--- config.mk ---
export PLATFORM = sky130hd
export DESIGN_NAME = clk_div_monitor
export DESIGN_NICKNAME = d
export VERILOG_FILES = /design/src/rtl/clk_div_mon_pkg.sv /design/src/rtl/clk_mon_edge_det.sv /design/src/rtl/clk_div_monitor.sv
export SDC_FILE = /design/constraint.sdc
export NUM_CORES = 1
export LEC_CHECK = 0
export CORE_ASPECT_RATIO = 0.9
export CORE_MARGIN = 3
export CORE_UTILIZATION = 40
export DETAILED_ROUTE_END_ITERATION = 6
export PLACE_DENSITY_LB_ADDON = 0.1
export SKIP_LAST_GASP = 1
export SLEW_MARGIN = 15
export SYNTH_ARGS = -nofsm -noshare
export SYNTH_HDL_FRONTEND = slang
export SYNTH_HIERARCHICAL = 1
export SYNTH_SLANG_ARGS = --single-unit
--- constraint.sdc ---
create_clock -name i_ref_clk -period 4.33 [get_ports i_ref_clk]
set_clock_uncertainty 0.1 [all_clocks]
set_input_delay 0.866 -clock i_ref_clk [delete_from_list [all_inputs] [get_ports i_ref_clk]]
set_output_delay 0.866 -clock i_ref_clk [all_outputs]
set_load 0.02 [all_outputs]
--- src/rtl/clk_div_mon_pkg.sv ---
// Shared definitions for the divided-clock monitor.
// Holds the FSM state encoding and the default widths and lock threshold
// used by clk_div_monitor.
package clk_div_mon_pkg;

  localparam int DEF_RATIO_WD = 3;
  localparam int DEF_CNT_WD   = DEF_RATIO_WD + 2;
  localparam int DEF_LOCK_CNT = 4;

  typedef enum logic [1:0] {
    IDLE    = 2'd0,
    ALIGN   = 2'd1,
    MEASURE = 2'd2
  } state_e;

endpackage

--- src/rtl/clk_mon_edge_det.sv ---
// Sampler and edge detector for the divided clock.
// The divided clock is treated as data: it is registered twice on the
// reference clock and rise/fall pulses are decoded from the two stages.
//   i_clk    reference clock
//   i_rst_n  synchronous active-low reset
//   i_sig    divided clock to sample
//   o_s1     first sample stage
//   o_rise   s1 & ~s2
//   o_fall   ~s1 & s2
module clk_mon_edge_det (
  input  logic i_clk,
  input  logic i_rst_n,
  input  logic i_sig,
  output logic o_s1,
  output logic o_rise,
  output logic o_fall
);

  logic s1_q, s1_d;
  logic s2_q, s2_d;

  always_comb begin
    s1_d = i_sig;
    s2_d = s1_q;
  end

  always_ff @(posedge i_clk) begin
    if (!i_rst_n) begin
      s1_q <= 1'b0;
      s2_q <= 1'b0;
    end else begin
      s1_q <= s1_d;
      s2_q <= s2_d;
    end
  end

  assign o_s1   = s1_q;
  assign o_rise = s1_q & ~s2_q;
  assign o_fall = ~s1_q & s2_q;

endmodule

--- src/rtl/clk_div_monitor.sv ---
// Divided-clock ratio monitor.
// Measures the period and high-phase length of i_div_clk in reference
// cycles, compares them against the programmed ratio N and reports lock
// after LOCK_CNT consecutive good periods. Mismatches and missing edges
// raise a sticky error.
//   i_ref_clk     reference clock (only clock)
//   i_rst_n       synchronous active-low reset
//   i_mon_en      monitor enable, 0 forces IDLE
//   i_exp_ratio   expected division ratio N
//   i_div_clk     divided clock, sampled as data
//   i_err_clr     pulse clearing the sticky error
//   o_period      last measured period
//   o_high_cnt    last measured high-phase length
//   o_meas_valid  one-cycle strobe for a new measurement
//   o_lock        ratio confirmed
//   o_ratio_err   sticky mismatch/timeout flag
//   o_bypass      N < 2, nothing to measure
//
// state   | meaning
// --------+-----------------------------------------------------------
// IDLE    | disabled or N < 2; no counting
// ALIGN   | waiting for the first rise to start a period
// MEASURE | counting period/high phase, checking on every rise
module clk_div_monitor
  import clk_div_mon_pkg::*;
#(
  parameter int RATIO_WD = DEF_RATIO_WD,
  parameter int LOCK_CNT = DEF_LOCK_CNT,
  parameter int CNT_WD   = RATIO_WD + 2
) (
  input  logic                i_ref_clk,
  input  logic                i_rst_n,
  input  logic                i_mon_en,
  input  logic [RATIO_WD-1:0] i_exp_ratio,
  input  logic                i_div_clk,
  input  logic                i_err_clr,
  output logic [CNT_WD-1:0]   o_period,
  output logic [CNT_WD-1:0]   o_high_cnt,
  output logic                o_meas_valid,
  output logic                o_lock,
  output logic                o_ratio_err,
  output logic                o_bypass
);

  localparam int GOOD_WD = $clog2(LOCK_CNT + 1);
  localparam logic [GOOD_WD-1:0] LOCK_V = GOOD_WD'(LOCK_CNT);

  logic s1, rise, fall;

  clk_mon_edge_det u_edge_det (
    .i_clk   (i_ref_clk),
    .i_rst_n (i_rst_n),
    .i_sig   (i_div_clk),
    .o_s1    (s1),
    .o_rise  (rise),
    .o_fall  (fall)
  );

  state_e              state_q, state_d;
  logic [CNT_WD-1:0]   cnt_q, cnt_d;
  logic [CNT_WD-1:0]   hcnt_q, hcnt_d;
  logic                high_done_q, high_done_d;
  logic [CNT_WD-1:0]   period_q, period_d;
  logic [CNT_WD-1:0]   high_q, high_d;
  logic [GOOD_WD-1:0]  good_q, good_d;
  logic [RATIO_WD-1:0] ratio_q, ratio_d;
  logic                meas_valid_q, meas_valid_d;
  logic                lock_q, lock_d;
  logic                err_q, err_d;
  logic                bypass_q, bypass_d;

  logic [CNT_WD-1:0]   n_ext, two_n, cnt_inc, hcnt_inc;
  logic [CNT_WD:0]     h2, n_w, h_diff;
  logic                good_per, timeout, ratio_chg, err_set;

  always_comb begin
    n_ext     = CNT_WD'(i_exp_ratio);
    two_n     = {n_ext[CNT_WD-2:0], 1'b0};
    ratio_d   = i_exp_ratio;
    ratio_chg = (i_exp_ratio != ratio_q);
    bypass_d  = (n_ext < CNT_WD'(2));

    cnt_inc  = (cnt_q == '1)  ? cnt_q  : cnt_q  + CNT_WD'(1);
    hcnt_inc = (hcnt_q == '1) ? hcnt_q : hcnt_q + CNT_WD'(1);

    // Duty check |2*hcnt - N| <= 1, done one bit wider to avoid overflow.
    h2       = {hcnt_q, 1'b0};
    n_w      = {1'b0, n_ext};
    h_diff   = (h2 >= n_w) ? (h2 - n_w) : (n_w - h2);
    good_per = (cnt_q == n_ext) && (h_diff <= (CNT_WD+1)'(1));

    // Fires on the cycle whose increment would bring the count to 2N.
    timeout  = (cnt_q >= (two_n - CNT_WD'(1)));

    state_d      = state_q;
    cnt_d        = cnt_q;
    hcnt_d       = hcnt_q;
    high_done_d  = high_done_q;
    period_d     = period_q;
    high_d       = high_q;
    good_d       = good_q;
    lock_d       = lock_q;
    meas_valid_d = 1'b0;
    err_set      = 1'b0;

    if (!i_mon_en || bypass_d) begin
      state_d = IDLE;
      lock_d  = 1'b0;
      good_d  = '0;
    end else if ((state_q != IDLE) && ratio_chg) begin
      state_d = ALIGN;
      lock_d  = 1'b0;
      good_d  = '0;
    end else begin
      case (state_q)
        IDLE: state_d = ALIGN;
        ALIGN: begin
          if (rise) begin
            state_d     = MEASURE;
            cnt_d       = CNT_WD'(1);
            hcnt_d      = CNT_WD'(1);
            high_done_d = 1'b0;
          end
        end
        MEASURE: begin
          if (rise) begin
            period_d     = cnt_q;
            high_d       = hcnt_q;
            meas_valid_d = 1'b1;
            cnt_d        = CNT_WD'(1);
            hcnt_d       = CNT_WD'(1);
            high_done_d  = 1'b0;
            if (good_per) begin
              good_d = (good_q == LOCK_V) ? good_q : good_q + GOOD_WD'(1);
              lock_d = (good_d == LOCK_V);
            end else begin
              good_d  = '0;
              lock_d  = 1'b0;
              err_set = 1'b1;
            end
          end else if (timeout) begin
            err_set = 1'b1;
            lock_d  = 1'b0;
            good_d  = '0;
            state_d = ALIGN;
          end else begin
            cnt_d = cnt_inc;
            if (fall) begin
              high_done_d = 1'b1;
            end else if (s1 && !high_done_q) begin
              hcnt_d = hcnt_inc;
            end
          end
        end
        default: state_d = IDLE;
      endcase
    end

    // A new error in the same cycle as a clear keeps the flag set.
    if (err_set) begin
      err_d = 1'b1;
    end else if (i_err_clr) begin
      err_d = 1'b0;
    end else begin
      err_d = err_q;
    end
  end

  always_ff @(posedge i_ref_clk) begin
    if (!i_rst_n) begin
      state_q      <= IDLE;
      cnt_q        <= '0;
      hcnt_q       <= '0;
      high_done_q  <= 1'b0;
      period_q     <= '0;
      high_q       <= '0;
      good_q       <= '0;
      ratio_q      <= '0;
      meas_valid_q <= 1'b0;
      lock_q       <= 1'b0;
      err_q        <= 1'b0;
      bypass_q     <= 1'b0;
    end else begin
      state_q      <= state_d;
      cnt_q        <= cnt_d;
      hcnt_q       <= hcnt_d;
      high_done_q  <= high_done_d;
      period_q     <= period_d;
      high_q       <= high_d;
      good_q       <= good_d;
      ratio_q      <= ratio_d;
      meas_valid_q <= meas_valid_d;
      lock_q       <= lock_d;
      err_q        <= err_d;
      bypass_q     <= bypass_d;
    end
  end

  assign o_period     = period_q;
  assign o_high_cnt   = high_q;
  assign o_meas_valid = meas_valid_q;
  assign o_lock       = lock_q;
  assign o_ratio_err  = err_q;
  assign o_bypass     = bypass_q;

endmodule

==> reports/metrics.cfg <==
[cells_and_area]
synthToLayoutAreaGrowth_pct = 19.5
ff_latch_area_um2 = 701
mostFrequentLayoutCells = dfxtp_1 (35), ha_1 (21), clkdlybuf4s50_1 (21)
mostFrequentLayoutCell = dfxtp_1
nNetsFinal = 300
antenna_cells = 0
drive_gt1_share_pct = 10.0
final_util_pct = 51.6
multiInputGateArea_um2 = 1400
n_fill_cell = 489

[placed_design]
port_buffers = 21
place_congestion = 0.844
dp_hpwl_um = 3650

[cts]
htreeDepth = 2
postCtsHoldBufs = 0
cts_tree = done
clk_latency_ns = 0.29
clk_root_buffer_cell = clkbuf_8
cts_sinks = 35
clockBufferDepth = 2
cts_resized = 0
clk_pin_slew_ns = 0.07
cts_buffers = 5
postCtsSetupBuffers = 0

[synthesis]
postSynthAreaPerCell_um2 = 9.04
synth_cells = 241
yosys_warnings = 6
ys_ff_latch = 35
seq_area_frac_synth_pct = 32.1
synth-edff-count = 0
synthArstFlopShare_pct = 0
syn_area_um2 = 2180
synth_top_area_cell = dfxtp_1
yosysUniqueCellTypes = 48
synth_top_area_share_pct = 32.1
ys_dominant_reg_cell = dfxtp_1
synth_area_leaders = dfxtp_1 (32%), ha_1 (12%), mux2i_1 (5.1%)
synth_fp_nets = 272

[route]
vias = 1775
ant_nets = 0
drtIter0Drc = 99
viasPerCell = 5.30
wirelength_um = 5020
routedWlPerCell_um = 15.0
firstDrtPassIters = 4
drc = 0

[setup_path]
critPathArrivalTime_ns = 3.55
crit_type = in -> reg
critical_path.endpoint_type = flip-flop
r2r-start = hcnt_q[0]$_SDFFE_PN0P_
reg2reg_depth = 8
r2r_end = o_ratio_err$_SDFFE_PN0P_
crit_fanout = 6
crit_path_start_kind = input pin
worstPathRequired_ns = 4.41
cp-startpoint = i_exp_ratio[1]
reg2reg_slack_ns = 1.50

[min_path]
hp-class = reg -> reg
holdCritStartpoint = o_lock$_SDFFE_PP0P_
whs_endpoint = o_lock$_SDFFE_PP0P_
whs_path_depth = 2

[power_and_ir_drop]
cellLeakagePower_nw = 1.00
powerDensity_nw_per_um2 = 278
ir_worst_vdd_mv = 0.185

[grt]
grt_start_max_net_pins = 29
grt_usage_pct = 16.8
overflow = 0
antenna_found_initial = 0
grt_pass1_wl_um = 8650
grt_pass1_vias = 1785

[timing]
maxSlewHeadroom_pct = 57.5
setup_viol = 0
period_share_pct = 80.2
max_freq_ghz = 0.288
report.final.slew_viol_count = 0
hold_viol_final = 0
rsz0062_at_grt = false
worst_pin_slew_ns = 0.636
final.min_clock_period_ns = 3.47
fin_setup_tns_ns = 0

[status]
status = finished, final reports clean

[floorplan]
coreArea_um2 = 5040
die_y_um = 76.0
row_count = 24
start_util_pct = 43.2
dieWidth_um = 83.8
dieArea_um2 = 6370
pin_count = 22

[run]
cap_violations = 0

-- synth_stat cells, drive strengths merged, types with 2 or more instances --
| cell type | number |
|---|---|
| nor4b | 2 |
| xnor2 | 4 |
| a211oi | 2 |
| nand3b | 2 |
| nor3b | 3 |
| nand2 | 12 |
| nand3 | 11 |
| a21oi | 14 |
| ha | 21 |
| nor3 | 6 |
| clkbuf | 3 |
| nand4 | 2 |
| a21o | 3 |
| o21a | 3 |
| and2 | 9 |
| dfxtp | 35 |
| nand2b | 3 |
| a31oi | 4 |
| buf | 3 |
| o211ai | 4 |
| nor4 | 2 |
| nor2 | 13 |
| inv | 13 |
| fa | 2 |
| nor2b | 14 |
| mux2i | 11 |
| o31ai | 4 |
| and3 | 9 |
| xor2 | 3 |
| or4 | 2 |
| o21ai | 13 |
| a211o | 2 |
-- power breakdown --
| group | internal [mW] | switching [mW] |
|---|---|---|
| registers | 0.326 | 0.00384 |
| logic | 0.0356 | 0.0459 |
| clock network | 0.186 | 0.126 |
| total | 0.548 | 0.175 |
-- how the worst max path moves through the flow --
stage                                           to  slack [ns]  cells past startpoint
after detailed placement  o_ratio_err$_SDFFE_PN0P_        0.57                     10
after CTS                 o_ratio_err$_SDFFE_PN0P_        0.87                     10
after global placement    o_ratio_err$_SDFFE_PN0P_        0.60                     10
after global routing           o_lock$_SDFFE_PP0P_        0.66                     10
final                     o_ratio_err$_SDFFE_PN0P_        0.86                     10
after floorplan           o_ratio_err$_SDFFE_PN0P_        1.32                      9
-- critical path, cell delays in order --
cell,delay [ns]
clkdlybuf4s50_1,0.47
inv_1,0.10
ha_1,0.35
ha_1,0.18
and3b_1,0.19
nor4b_1,0.27
mux2_2,0.37
a31oi_1,0.44
and3_1,0.24
o31ai_1,0.07
-- flip-flops by register name, summed over array words and instances, names as in the netlist, 2 cells and up --
name	count
hcnt_q	5
cnt_q	5
o_high_cnt	5
state_q	2
ratio_q	3
good_q	3
o_period	5
-- through the flow --
| stage | power [mW] | instance area, um2 | worst slack, ns | hold WS, ns | std cells |
|---|---|---|---|---|---|
| after floorplan | 0.392 | 2180 | 1.32 | 0.338 | 241 |
| after global placement | 0.418 | 2490 | 0.595 | 0.342 | 327 |
| after detailed placement | 0.418 | 2490 | 0.569 | 0.345 | 327 |
| after CTS | 0.733 | 2600 | 0.872 | 0.356 | 335 |
| after global routing | 0.755 | 2600 | 0.663 | 0.384 | 335 |
| final | 0.723 | 2600 | 0.856 | 0.356 | 335 |
-- layout make-up --
cell class | instances | area share, %
Tap cell | 65 | 3.12
Sequential cell | 35 | 26.9
Multi-Input combinational cell | 187 | 53.8
Inverter | 13 | 1.87
Clock buffer | 6 | 3.17
Timing Repair Buffer | 27 | 9.80
Clock inverter | 2 | 1.35
-- kinds of logic (layout without fill, tap and decap cells) --
group                    Yosys count  after routing  share of synthesized area, %
AO/OA/AOI/OAI                     54             54                          18.0
XOR/XNOR                           7              7                          3.16
adder cells (fa/ha/maj)           23             23                          13.9
buffers and inverters             19             48                          3.85
flip-flops                        35             35                          32.1
multiplexers                      12             12                          5.57
AND/OR/NAND/NOR                   91             91                          23.4
-- metal layers --
metal	vias up	global-route usage [%]	routed length [um]
li1	913	-	-
met1	834	23.1	2610
met2	22	25.8	2210
met3	6	3.89	137
met4	0	5.79	55
met5	-	0	0
No activity file was read; power rests on OpenSTA's default activity.
